## src/rtl/pulse_queue_mc.sv

```systemverilog
// pulse_queue_mc: multi-channel pulse queue and spacer.
// Each channel counts incoming single-cycle events and replays them as
// single-cycle output pulses separated by at least GAP idle cycles.
// With mode_drop=1, events that arrive while a channel is busy are ignored.
// Overflow flags are sticky and record events lost to a full queue.
module pulse_queue_mc #(
    parameter int CHANNELS = 4,
    parameter int CNT_W    = 4,
    parameter int GAP      = 2
) (
    input  logic                clk,
    input  logic                rst,
    input  logic [CHANNELS-1:0] pulse_in,
    input  logic                mode_drop,
    input  logic                clr_ovf,
    output logic [CHANNELS-1:0] pulse_out,
    output logic [CHANNELS-1:0] busy,
    output logic                any_busy,
    output logic [CHANNELS-1:0] overflow
);

    // Gap counter needs to hold GAP; keep at least one bit so GAP=0 still builds.
    localparam int GW = (GAP == 0) ? 1 : $clog2(GAP + 1);
    localparam logic [GW-1:0]    GAP_V    = GW'(GAP);
    localparam logic [CNT_W-1:0] PEND_MAX = {CNT_W{1'b1}};

    for (genvar c = 0; c < CHANNELS; c++) begin : g_ch
        logic [CNT_W-1:0] pend;
        logic [GW-1:0]    gap_cnt;
        logic             pulse_q;
        logic             ovf_q;
        logic             fire;
        logic             full;
        logic             accept;
        logic             ovf_set;

        // Per-channel decisions, all taken from pre-edge register values.
        always_comb begin
            fire    = (pend != '0) && (gap_cnt == '0);
            full    = (pend == PEND_MAX);
            accept  = pulse_in[c] && !(mode_drop && busy[c]) && !(full && !fire);
            ovf_set = pulse_in[c] && !mode_drop && full && !fire;
        end

        // Queue depth, spacing countdown, output pulse and sticky overflow.
        always_ff @(posedge clk) begin
            if (rst) begin
                pend    <= '0;
                gap_cnt <= '0;
                pulse_q <= 1'b0;
                ovf_q   <= 1'b0;
            end else begin
                pulse_q <= fire;
                // Accept and fire together leave the depth unchanged, so a full
                // queue that fires can still take one more event without wrapping.
                if (accept && !fire) begin
                    pend <= pend + 1'b1;
                end else if (fire && !accept) begin
                    pend <= pend - 1'b1;
                end
                if (fire) begin
                    gap_cnt <= GAP_V;
                end else if (gap_cnt != '0) begin
                    gap_cnt <= gap_cnt - 1'b1;
                end
                // A set condition beats a clear in the same cycle.
                if (ovf_set) begin
                    ovf_q <= 1'b1;
                end else if (clr_ovf) begin
                    ovf_q <= 1'b0;
                end
            end
        end

        assign pulse_out[c] = pulse_q;
        assign overflow[c]  = ovf_q;
        assign busy[c]      = (pend != '0) || (gap_cnt != '0);
    end

    assign any_busy = |busy;

endmodule
```

## config.mk

```make
export PLATFORM = sky130hd
export DESIGN_NAME = pulse_queue_mc
export DESIGN_NICKNAME = d
export VERILOG_FILES = /design/src/rtl/pulse_queue_mc.sv
export SDC_FILE = /design/constraint.sdc
export NUM_CORES = 1
export LEC_CHECK = 0
export ABC_AREA = 1
export CAP_MARGIN = 25
export CORE_MARGIN = 3
export CORE_UTILIZATION = 50
export CTS_CLUSTER_DIAMETER = 50
export DETAILED_ROUTE_END_ITERATION = 6
export PLACE_DENSITY_LB_ADDON = 0.05
export SYNTH_ARGS = -nofsm -noshare
export SYNTH_HDL_FRONTEND = slang
export SYNTH_SLANG_ARGS = --single-unit
```

## constraint.sdc

```tcl
create_clock -name clk -period 2.1 [get_ports clk]
set_clock_uncertainty 0.2 [all_clocks]
set_input_delay 0.315 -clock clk [delete_from_list [all_inputs] [get_ports clk]]
set_output_delay 0.315 -clock clk [all_outputs]
set_load 0.005 [all_outputs]
```

Word-level counts from Yosys, hierarchy flattened
Cells that the tools add are included.

Equal/unequal tests: 4. Reduce and logical (&&, ||, !) cells: 90. Multiplexer cells: 21. Add/sub/neg operators: 12.

Operators with widths (count): logical AND 1 bit (40); two-way mux 4 bit (8); nonzero test 2 bit (16); logical NOT 1 bit (17); adder 4 x 1 -> 4 bit (second input constant) (4); == test 4 bit (second input constant) (4); two-way mux 2 bit (8); nonzero test 4 bit (4); subtractor 4 x 1 -> 4 bit (second input constant) (4); logical NOT 2 bit (4); OR reduction 2 bit (4); subtractor 2 x 1 -> 2 bit (second input constant) (4); two-way mux 1 bit (5); logical OR 1 bit (4); OR reduction 4 bit (1).

Bits of input ports: 8. Register bits after elaboration: 32. Word-level logic and storage cells: 147.

Depth between registers and ports, before layout
Gate-level depths: netlist of run 1.

Depth after elaboration: 10. Mapped depth: 15.

Worst setup path after synthesis of run 1
Ideal clock, no wire load.

Kind: register -> register. From: reg g_ch[1].pend[0]. To: reg g_ch[1].pend[3]. Clock period less this slack: 2.121 ns. Library setup time: 0.109 ns. Path buffers: 0. Path slack: -0.021 ns. Stages on the path, launching flop included: 14. Arrival time: 1.812 ns. Path through: dfxtp_1 > nor2_2 > nand4_2 > nand2_1 > nand2_1 > nor2_1 > ha_1 > inv_1 > ha_1 > or2_1 > nand3_1 > nand3_1 > nand2_1 > inv_1.

Word-level cells in the longest chain between the ends: 9.

RTL lines: start, declared (RTL line 28) `logic [CNT_W-1:0] pend;`; start signal, assigned (RTL line 57) `pend <= pend + 1'b1;`; start signal, assigned (RTL line 59) `pend <= pend - 1'b1;`; nonzero test 4 bit * (RTL line 77) `assign busy[c] = (pend != '0) || (gap_cnt != '0);`; logical OR 1 bit * (RTL line 77); net busy[1] (RTL line 17) `output logic [CHANNELS-1:0] busy,`; logical AND 1 bit * (RTL line 41) `accept = pulse_in[c] && !(mode_drop && busy[c]) && !(full && !fire);`; logical NOT 1 bit * (RTL line 41); logical AND 1 bit * (2 in series) (RTL line 41); logical NOT 1 bit (RTL line 58) `end else if (fire && !accept) begin`; logical AND 1 bit (RTL line 58); nonzero test 2 bit (no line).

Mark *: on every way through the listed nets, which the timed path passes. The rest lies on a longest branch. The select of a mux whose other input is x is not followed. A chain may end at the register's enable or synchronous reset.

Worst setup path after layout of run 1
From: reg g_ch[1].pend[1]. To: reg g_ch[1].pend[2].

Word-level cells in the longest chain between the ends: 9.

RTL lines (RTL line): nonzero test 4 bit (39, 77); logical OR 1 bit or logical AND 1 bit (tied branches) (77, 39); logical AND 1 bit or logical NOT 1 bit (tied branches) (41, 56); logical NOT 1 bit or logical AND 1 bit (tied branches) (41); logical AND 1 bit or logical NOT 1 bit (tied branches) (41); logical AND 1 bit (41); logical NOT 1 bit (58); logical AND 1 bit (58); nonzero test 2 bit (no line).

Parallel ways exist; a longest one is shown, timed or not. The select of a mux whose other input is x is not followed.

==> impl_results.md, run 1 <==
* Status: completed
* # port buffers at 20
* Crit-path max FO at 3
* Cell with the most instances after synthesis: nand2_1
* RSZ-0062 raised after global routing: yes
* Post-Syn Area per Cell at 7.45 sq um
* Gr usage total at 0.211
* Main flop type after synthesis: dfxtp_1
* Top post-synthesis cells by count: nand2_1, inv_1, dfxtp_1, nor2_1, a21oi_1
* Core ar. at 3520 sq um
* Tcrit/Tclk final at 0.999
* Reg2Reg Setup Slack at 2 ps
* Dpl cells at 352
* Final Setup Violations at 0
* Hold Crit Class: reg2reg
* Unique masters post-synth at 21
* Root Buffer: clkbuf_8
* WS Path Type: reg2reg
* Static leakage at 1.25 nW
* Hold depth at 1
* Antenna Cells at 0
* Post-route non-filler standard cell count at 368
* H-tree depth at 2
* WL/cell at 12.3 um
* Relative slew margins at 0.726
* Via Count at 1789
* Reg clk slew, reported paths at 60 ps
* Post-Syn Nets at 281
* Die W at 67.9 um
* First-pass iteration count of the detailed router at 4
* Worst Tran Pin Value at 411 ps
* CTS Buf Count at 5
* Dpl ws at -426 ps
* Peak Freq at 0.477 GHz
* Vias in the first global route at 1734
* Slew Viols, Final at 0
* # rows at 21
* Fin. Hold Viols at 0
* GP Congestion at 0.834
* Synth Warn # at 0
* Detailed Route Iter0 Violations at 77
* Total Wirelength at 4530 um
* Final worst slack at 2.15 ps
* EDFF count, synth at 0
* Starting Density at 0.544
* Final HPWL DP at 3000 um
* CP endpoint kind: flip-flop
* Top cell type by total area after synthesis: dfxtp_1
* Cell count of the worst reg-to-reg path at 11
* DRC at 0
* Ys async rst share at 0
* Flops & latches, synth at 32
* # fillers at 259
* Area post-placement at 2400 sq um
* Synth Cell Area at 1910 sq um
* Ports at 21
* Sequential share of the synthesized area at 0.335
* Largest net degree at the start of global routing at 23
* Min-delay src: g_ch[0].gap_cnt[0]
* Grt total ovfl at 0
* Worst Setup Start Kind: flip-flop
* CTS Sinks at 32
* Cells after Synth at 257
* Area Growth Syn to Fin at 43.3%
* Reg2reg end: g_ch[1].pend[2]
* First-pass GRT wire length at 7270 um
* Worst EP required at 2070 ps
* Routed Antenna Nets at 0
* Antenna violations before repair at 0
* Latest clock arrival within the worst-skew pair at 280 ps
* CTS tree: done
* Top cells by area, synth: dfxtp_1, nand2_1, ha_1, inv_1, nor2_1
* Reg2reg start: g_ch[1].pend[1]
* Share of layout cells above drive strength 1 at 0.398
* Die area at 4610 sq um
* Max-Cap Viols at 0
* Layout net count at 346
* Pwr Density at 1690 nW/um^2
* VDD IR-drop max at 955 uV
* Post-route cell area at 2740 sq um
* Post-DR vias/cell at 4.86
* Share of Yosys cell area claimed by the top area cell type at 0.335
* Minimum clock period at 2100 ps
* Max clock buf depth at 2
* Worst Hold End: g_ch[0].gap_cnt[0]
* Die Ht at 67.9 um
* Final Core Density at 0.779
* CP arrival at 2070 ps
[per-layer routing]
| layer | share of wire | global-route usage | vias to the layer above |
|---|---|---|---|
| li1 | - | - | 940 |
| met1 | 0.45 | 0.231 | 827 |
| met2 | 0.52 | 0.396 | 18 |
| met3 | 0.027 | 0.0640 | 4 |
| met4 | 0.0066 | 0.0471 | 0 |
| met5 | 0 | 0 | - |
[power by group]
| part | switching, mW | internal, mW |
|---|---|---|
| combinational | 1.52 | 1.58 |
| sequential | 0.215 | 0.867 |
| clock | 0.221 | 0.225 |
[repair_timing]
item                       in CTS  in global routing
hold buffers                    0                  0
buffers inserted                5                  4
cloned                          0                  0
setup endpoints to repair      10                 12
gates resized for setup        28                 38
pin swaps                      15                 28
[cell type report]
type                       instances  area, sq um  area share
multi-input combinational        181         1250       0.455
sequential                        32          659       0.240
timing repair buffer              68          566       0.206
inverter                          34          135      0.0492
clock buffer                       6         72.6      0.0264
tap                               46         57.6      0.0210
clock inverter                     1         5.00     0.00182
[worst max-delay path: stages, from the launching register on]
cell and delay [ps]:
dfxtp_4 360, nor2_4 130, nand4_2 90, nand2_1 70, nand2_1 50, nor2_1 100
ha_2 220, inv_4 50, fa_1 370, xor2_1 170, o21ai_0 140, inv_1 50
[worst max-delay path by stage]
stage	startpoint	end
after floorplan	g_ch[1].pend[1]	g_ch[1].pend[3]
after global placement	mode_drop	g_ch[3].pend[3]
after detailed placement	mode_drop	g_ch[3].pend[3]
after CTS	g_ch[2].pend[0]	g_ch[2].pend[1]
after global routing	g_ch[1].pend[1]	g_ch[1].pend[3]
final	g_ch[1].pend[1]	g_ch[1].pend[2]
[flip-flops by register name, indices dropped and copies added, names as in the netlist]
signal,flops
g_ch.gap_cnt,8
g_ch.ovf_q,4
g_ch.pend,16
g_ch.pulse_q,4
[per-stage QoR]
stage	hold WS, ps	total power, mW	setup TNS, ps
3_3_place_gp	237	3.51	-3750
6_report	254	4.63	0
2_1_floorplan	224	2.58	-12.1
3_5_place_dp	246	3.56	-4100
4_1_cts	260	4.24	0
5_1_grt	279	5.06	-1180
[cell usage in the layout (no fill, tap or decap), types with 4 or more instances in the layout]
cell type	instances
nand2_2	11
nor2_4	9
dfxtp_1	21
o21ai_0	6
clkbuf_8	5
a21oi_1	19
nor2_1	25
xor2_1	5
nand3_1	7
inv_2	6
nand2_1	52
a21oi_2	5
buf_4	46
inv_1	25
nand3_2	7
clkdlybuf4s50_1	18
ha_4	6
dfxtp_2	9
ha_2	4
[cell families after synthesis]
group | share of synthesized area
flip-flops | 0.335
AO/OA/AOI/OAI | 0.0993
adder cells (fa/ha/maj) | 0.120
AND/OR/NAND/NOR | 0.320
buffers and inverters | 0.103
XOR/XNOR | 0.0229
Power figures use the tool's default switching activity.
==> run 2: changes to the inputs <==
Settings changed: CORE_UTILIZATION 50 to 56, GPL_TIMING_DRIVEN set to 0.
Clock period 2.1 ns to 2.2 ns, I/O delays scaled along.
==> run 2 against run 1 <==
Non-clock buffer count down 24; clock power down 17%; fmax down 4.4%; cell count down 6.8%; global-route usage down 0.88 points; sequential cell count unchanged; cell area down 5.1%; power down 12%; combinational power down 18%; first-iteration DRC count up 23%; count of clock-buffer cells in the layout up 2; worst setup slack better by 2.5 ps; critical path type unchanged.
==> impl_results.md, run 2 (synthesis gave the netlist of run 1 again) <==
* Status: completed
* WL/cell at 13.0 um (+5.6%)
* Pwr Density at 1560 nW/um^2 (-7.5%)
* Routed Antenna Nets at 0 (unchanged)
* Ports at 21 (unchanged)
* Via Count at 1747 (-2.3%)
* Root Buffer: clkbuf_4
* Psw at 1.83 mW (-6.6%)
* CTS tree: done
* Final HPWL DP at 2720 um (-9.5%)
* Die area at 4160 sq um (-9.8%)
* Worst path max stage delay at 440 ps (+70 ps)
* # port buffers at 20 (unchanged)
* CP arrival at 2230 ps (+160 ps)
* Post-DR vias/cell at 5.09 (+4.8%)
* Worst Setup Start Kind: flip-flop
* Peak Freq at 0.455 GHz (-4.4%)
* Sequential power share at 0.280 (+0.046)
* Static leakage at 1.14 nW (-8.6%)
* First-pass iteration count of the detailed router at 4 (unchanged)
* Grt total ovfl at 0 (unchanged)
* Ordered cell list for the critical path: nor2_4 -> nand3_2 -> a21oi_1 -> nor2_2 -> ha_2 -> inv_4 -> fa_2 -> o21ai_0 -> nor2_1
* H-tree depth at 2 (unchanged)
* Comb power frac at 0.629 (-0.041)
* Reg2Reg Setup Slack at 5 ps (about the same)
* Hold depth at 1 (unchanged)
* WS Path Type: reg2reg
* Area Growth Syn to Fin at 36.0%
* Worst EP required at 2230 ps (+160 ps)
* Hold Buf Count CTS at 0 (unchanged)
* Minimum clock period at 2200 ps (+97.5 ps)
* Highest-count cells in the layout ignoring fill and taps: nand2_1, inv_1, nor2_1
* Regs by FF count: g_ch.pend x16, g_ch.gap_cnt x8
* VDD IR-drop max at 934 uV (-2.2%)
* # rows at 20 (-4.8%)
* Latest clock arrival within the worst-skew pair at 340 ps (+60 ps)
* Max-Cap Viols at 0 (unchanged)
* Detailed Route Iter0 Violations at 95 (+23%)
* Fin. Hold Viols at 0 (unchanged)
* Share of power burned in the clock network at 0.091 (-0.005)
* Share of layout cells above drive strength 1 at 0.391 (-0.00621)
* Core ar. at 3150 sq um (-10%)
* Starting Density at 0.607 (+0.0634)
* Largest net degree at the start of global routing at 11 (-52%)
* Flip-flop count of the largest register after layout at 16 (unchanged)
* GP Congestion at 0.782 (-6.2%)
* Final Core Density at 0.826 (+0.0465)
* Tcrit/Tclk final at 0.998 (-0.00107)
* Gr usage total at 0.202 (-0.00876)
* # fillers at 211 (-19%)
* Worst Tran Pin Value at 384 ps (-26.4 ps)
* Hold Crit Class: reg2reg
* Slew Viols, Final at 0 (unchanged)
* Die Ht at 64.5 um (-5.0%)
* Crit-path max FO at 5 (+2)
* Slowest CP cell: fa_2
* First-pass GRT wire length at 6630 um (-8.7%)
* CTS Sinks at 32 (unchanged)
* Post-route cell area at 2600 sq um (-5.1%)
* TNS Setup at 0 ps (unchanged)
* Max clock buf depth at 2 (unchanged)
* Final Setup Violations at 0 (unchanged)
* CTS Buf Count at 5 (unchanged)
* PnR Total Power at 4.06 mW (-12%)
* Vias in the first global route at 1534 (-12%)
* DRC at 0 (unchanged)
* Reg with most FFs: g_ch.pend
* Cell count of the worst reg-to-reg path at 9 (-2)
* P_int at 2.24 mW (-16%)
* Antenna violations before repair at 0 (unchanged)
* Switching Share at 0.449 (+0.0270)
* Area post-placement at 2170 sq um (-9.5%)
* Dpl ws at -324 ps (+103 ps)
* Most common cell after layout, fill and taps aside: nand2_1
* Layout net count at 322 (-6.9%)
* Reg clk slew, reported paths at 100 ps (+40 ps)
* Final worst slack at 4.61 ps (+2.46 ps)
* Die W at 64.5 um (-5.0%)
* Total Wirelength at 4460 um (-1.6%)
* Antenna Cells at 0 (unchanged)
* Relative slew margins at 0.743 (+0.0176)
* RSZ-0062 raised after global routing: yes
* CP endpoint kind: flip-flop
## run 2: cell types whose count changed in the layout (fill, tap and decap cells not counted), moves of 3 or more
cell / previous run / this run
buf_4: 46 / 21
dfxtp_1: 21 / 13
dfxtp_4: 2 / 8
clkbuf_4: 0 / 5
clkbuf_8: 5 / 1
o21ai_0: 6 / 9
## run 2: path summary, 6_finish.rpt
check	startpoint	to
max	g_ch[1].pend[0]	g_ch[1].pend[1]
min	g_ch[2].gap_cnt[0]	g_ch[2].gap_cnt[0]
max reg2reg	g_ch[1].pend[0]	g_ch[1].pend[1]
min reg2reg	g_ch[2].gap_cnt[0]	g_ch[2].gap_cnt[0]
## run 2: layer usage
| metal | routed length [um] | part of all wire | track usage | vias to the layer above |
|---|---|---|---|---|
| met5 | 0 | 0 | 0 | - |
| met2 | 2260 | 0.51 | 0.358 | 46 |
| met1 | 1900 | 0.43 | 0.236 | 784 |
| met4 | 161 | 0.036 | 0.0818 | 0 |
| met3 | 137 | 0.031 | 0.0416 | 17 |
| li1 | - | - | - | 900 |
## run 2: critical path, delay by kind of cell, from the launching register on
family          cells  cell delay (ps)
buf+inv             1               90
simple gates        4              370
fa+ha+maj           2              640
flops               1              380
compound gates      2              400
## run 2: final cells by class
| cell class | instances | area, sq um | area share |
|---|---|---|---|
| Timing Repair Buffer | 34 | 320 | 0.123 |
| Tap cell | 44 | 55.1 | 0.0211 |
| Inverter | 34 | 135 | 0.0519 |
| Sequential cell | 32 | 684 | 0.263 |
| Clock buffer | 8 | 58.8 | 0.0226 |
| Multi-Input combinational cell | 181 | 1280 | 0.492 |
| Buffer | 10 | 70.1 | 0.0269 |
## run 2: repair_timing
action	CTS	global route
resized for setup	30	53
setup endpoints to repair	8	12
buffers inserted	5	9
pin swaps	8	30
## run 2: metrics by stage
stage,instances,hold WS (ps)
final,343,249
after global routing,343,257
after CTS,334,257
after detailed placement,321,253
after global placement,321,237
after floorplan,257,224
## run 2: power by group through the flow
stage	clock, mW	sequential, mW	combinational, mW
5_1_grt	0.396	1.16	2.89
3_5_place_dp	0	1.04	1.91
6_report	0.370	1.14	2.55
3_3_place_gp	0	1.03	1.85
4_1_cts	0.369	1.08	2.09
2_1_floorplan	0	0.993	1.46
==> run 3: changes to the inputs <==
Settings changed: CELL_PAD_IN_SITES_DETAIL_PLACEMENT set to 0, CELL_PAD_IN_SITES_GLOBAL_PLACEMENT set to 1, CORE_UTILIZATION 56 to 41.
==> run 3 against run 2 <==
Non-clock buffer count decreased by 3; wire length is 8.3% lower; power fell by 3.2%; via count shrank 4.9%; worst hold slack worse by 12 ps; combinational power fell by 8.6%; sequential share of layout area increased by 0.12 points; utilization fell by 25 points; cell area shrank 1.5%; fmax rose by 3.8%; critical path depth increased by 1; largest cell class unchanged; largest power group unchanged; highest routed layer unchanged.
==> impl_results.md, run 3 (synthesis gave the netlist of run 1 again) <==
* Status: completed
* PnR Total Power at 3.93 mW (-3.2%)
* Via Count at 1662 (-4.9%)
* DRC at 0 (unchanged)
* Ordered cell list for the critical path: nor2_4 -> nand4_4 -> nand2_2 -> nand2_1 -> nor2_1 -> ha_2 -> inv_4 -> fa_2 -> o21ai_1 -> a21oi_1
* Dpl cells at 329 (+2.5%)
* Starting Density at 0.431 (-0.176)
* GP Congestion at 0.729 (-6.8%)
* WL/cell at 11.8 um (-9.6%)
* H-tree depth at 2 (unchanged)
* Fin. Hold Viols at 0 (unchanged)
* WHS at 237 ps (-11.9 ps)
* Minimum clock period at 2110 ps (-81.2 ps)
* CTS tree: done
* Slew Viols, Final at 0 (unchanged)
* RSZ-0062 raised after global routing: yes
* Sequential power share at 0.287 (+0.007)
* Worst path max stage delay at 510 ps (+70 ps)
* Antenna Cells at 0 (unchanged)
* CP endpoint kind: flip-flop
* Ports at 21 (unchanged)
* Worst Setup Start Kind: flip-flop
* Cell count of the worst reg-to-reg path at 10 (+1)
* Hold depth at 1 (unchanged)
* Worst Hold End: g_ch[1].gap_cnt[0]
* Latest clock arrival within the worst-skew pair at 280 ps (-60 ps)
* CTS Buf Count at 5 (unchanged)
* Peak Freq at 0.473 GHz (+3.8%)
* CP top delay family: adder cells
* Share of power burned in the clock network at 0.120 (+0.029)
* Switching Share at 0.437 (-0.0121)
* Most common cell after layout, fill and taps aside: nand2_1
* Vias in the first global route at 1565 (+2.0%)
* Max clock buf depth at 2 (unchanged)
* Routed Antenna Nets at 0 (unchanged)
* Total Wirelength at 4090 um (-8.3%)
* First-pass GRT wire length at 6910 um (+4.2%)
* WS Path Type: reg2reg
* Detailed Route Iter0 Violations at 47 (-51%)
* # fillers at 416 (+97%)
* Reg clk slew, reported paths at 70 ps (-30 ps)
* Relative slew margins at 0.761 (+0.0176)
* CTS Sinks at 32 (unchanged)
* Reg with most FFs: g_ch.pend
* Layout net count at 319 (-0.93%)
* Die area at 5520 sq um (+33%)
* P_int at 2.21 mW (-1.1%)
* Die W at 74.3 um (+15%)
* Share of layout cells above drive strength 1 at 0.334 (-0.0568)
* VDD IR-drop max at 664 uV (-29%)
* Final Setup Violations at 0 (unchanged)
* Largest net degree at the start of global routing at 11 (unchanged)
* Pwr Density at 1530 nW/um^2 (-1.7%)
* Antenna violations before repair at 0 (unchanged)
* Max-Cap Viols at 0 (unchanged)
* Highest-count cells in the layout ignoring fill and taps: nand2_1, inv_1, nor2_1
* Area Growth Syn to Fin at 33.9%
* First-pass iteration count of the detailed router at 4 (unchanged)
* Final HPWL DP at 2840 um (+4.6%)
* Comb power frac at 0.593 (-0.036)
* Root Buffer: clkbuf_8
* Static leakage at 1.12 nW (-2.2%)
* Gr usage total at 0.165 (-0.0374)
* Hold Crit Class: reg2reg
* Post-DR vias/cell at 4.78 (-6.2%)
* # port buffers at 20 (unchanged)
* Psw at 1.72 mW (-5.8%)
* Reg2reg end: g_ch[0].pend[1]
* Regs by FF count: g_ch.pend x16, g_ch.gap_cnt x8
* Worst EP required at 2210 ps (-20 ps)
* Worst Tran Pin Value at 358 ps (-26.3 ps)
* # rows at 24 (+20%)
* Die Ht at 74.3 um (+15%)
* Reg2Reg Setup Slack at 90 ps (+80 ps)
* Min-delay src: g_ch[1].gap_cnt[0]
* CP bufs+invs at 1 (unchanged)
* Post-route non-filler standard cell count at 348 (+1.5%)
* Dpl ws at -340 ps (-17.0 ps)
* Reg2reg start: g_ch[0].pend[3]
* Crit-path max FO at 4 (-1)
* Grt total ovfl at 0 (unchanged)
* Tcrit/Tclk final at 0.961 (-0.0369)
* Final worst slack at 85.8 ps (+81.2 ps)
* CP arrival at 2120 ps (-110 ps)
* Slowest CP cell: fa_2
* Flip-flop count of the largest register after layout at 16 (unchanged)
* Core ar. at 4440 sq um (+41%)
run 3: per-stage QoR:
| step | setup TNS [ps] | utilization | area, sq um |
|---|---|---|---|
| final | 0 | 0.577 | 2560 |
| after global routing | -155 | 0.577 | 2560 |
| after CTS | 0 | 0.540 | 2400 |
| after detailed placement | -3200 | 0.490 | 2180 |
| after global placement | -2980 | 0.490 | 2180 |
| after floorplan | 0 | - | 1910 |
run 3: layout make-up:
cell class / count / area, sq um / area share
plain buffers: 10 / 70.1 / 0.0273
clock buffers: 8 / 90.1 / 0.0351
inverters: 34 / 135 / 0.0527
multi-input cells: 181 / 1240 / 0.486
flip-flops and latches: 32 / 677 / 0.264
well taps: 52 / 65.1 / 0.0254
repair buffers: 31 / 282 / 0.110
run 3: repair_timing:
action,in CTS,in global routing
setup endpoints to repair,9,12
resized for setup,27,45
pin swaps,11,22
endpoints found under the hold margin,0,0
hold buffers,0,0
buffers inserted,4,7
run 3: how the worst max path moves through the flow:
| stage | cells past startpoint | endpoint | from |
|---|---|---|---|
| after floorplan | 13 | g_ch[1].pend[3] | g_ch[1].pend[0] |
| after global placement | 12 | g_ch[3].pend[3] | mode_drop |
| after detailed placement | 12 | g_ch[3].pend[3] | mode_drop |
| after CTS | 13 | g_ch[2].pend[3] | g_ch[2].gap_cnt[0] |
| after global routing | 13 | g_ch[0].pend[3] | g_ch[0].pend[3] |
| final | 10 | g_ch[0].pend[1] | g_ch[0].pend[3] |
run 3: power groups by stage:
| stage | registers, mW | clock network [mW] | logic (mW) |
|---|---|---|---|
| floorplan | 0.993 | 0 | 1.46 |
| detailed placement | 1.04 | 0 | 1.91 |
| global route | 1.17 | 0.520 | 2.67 |
| CTS | 1.08 | 0.496 | 2.10 |
| finish | 1.13 | 0.471 | 2.33 |
| global placement | 1.04 | 0 | 1.90 |
run 3: routing by layer:
metal  vias up  part of all wire  track usage
li1        892                 -            -
met1       733              0.47        0.208
met2        30              0.46        0.266
met3         7             0.053       0.0581
met4         0             0.017       0.0494
met5         -                 0            0
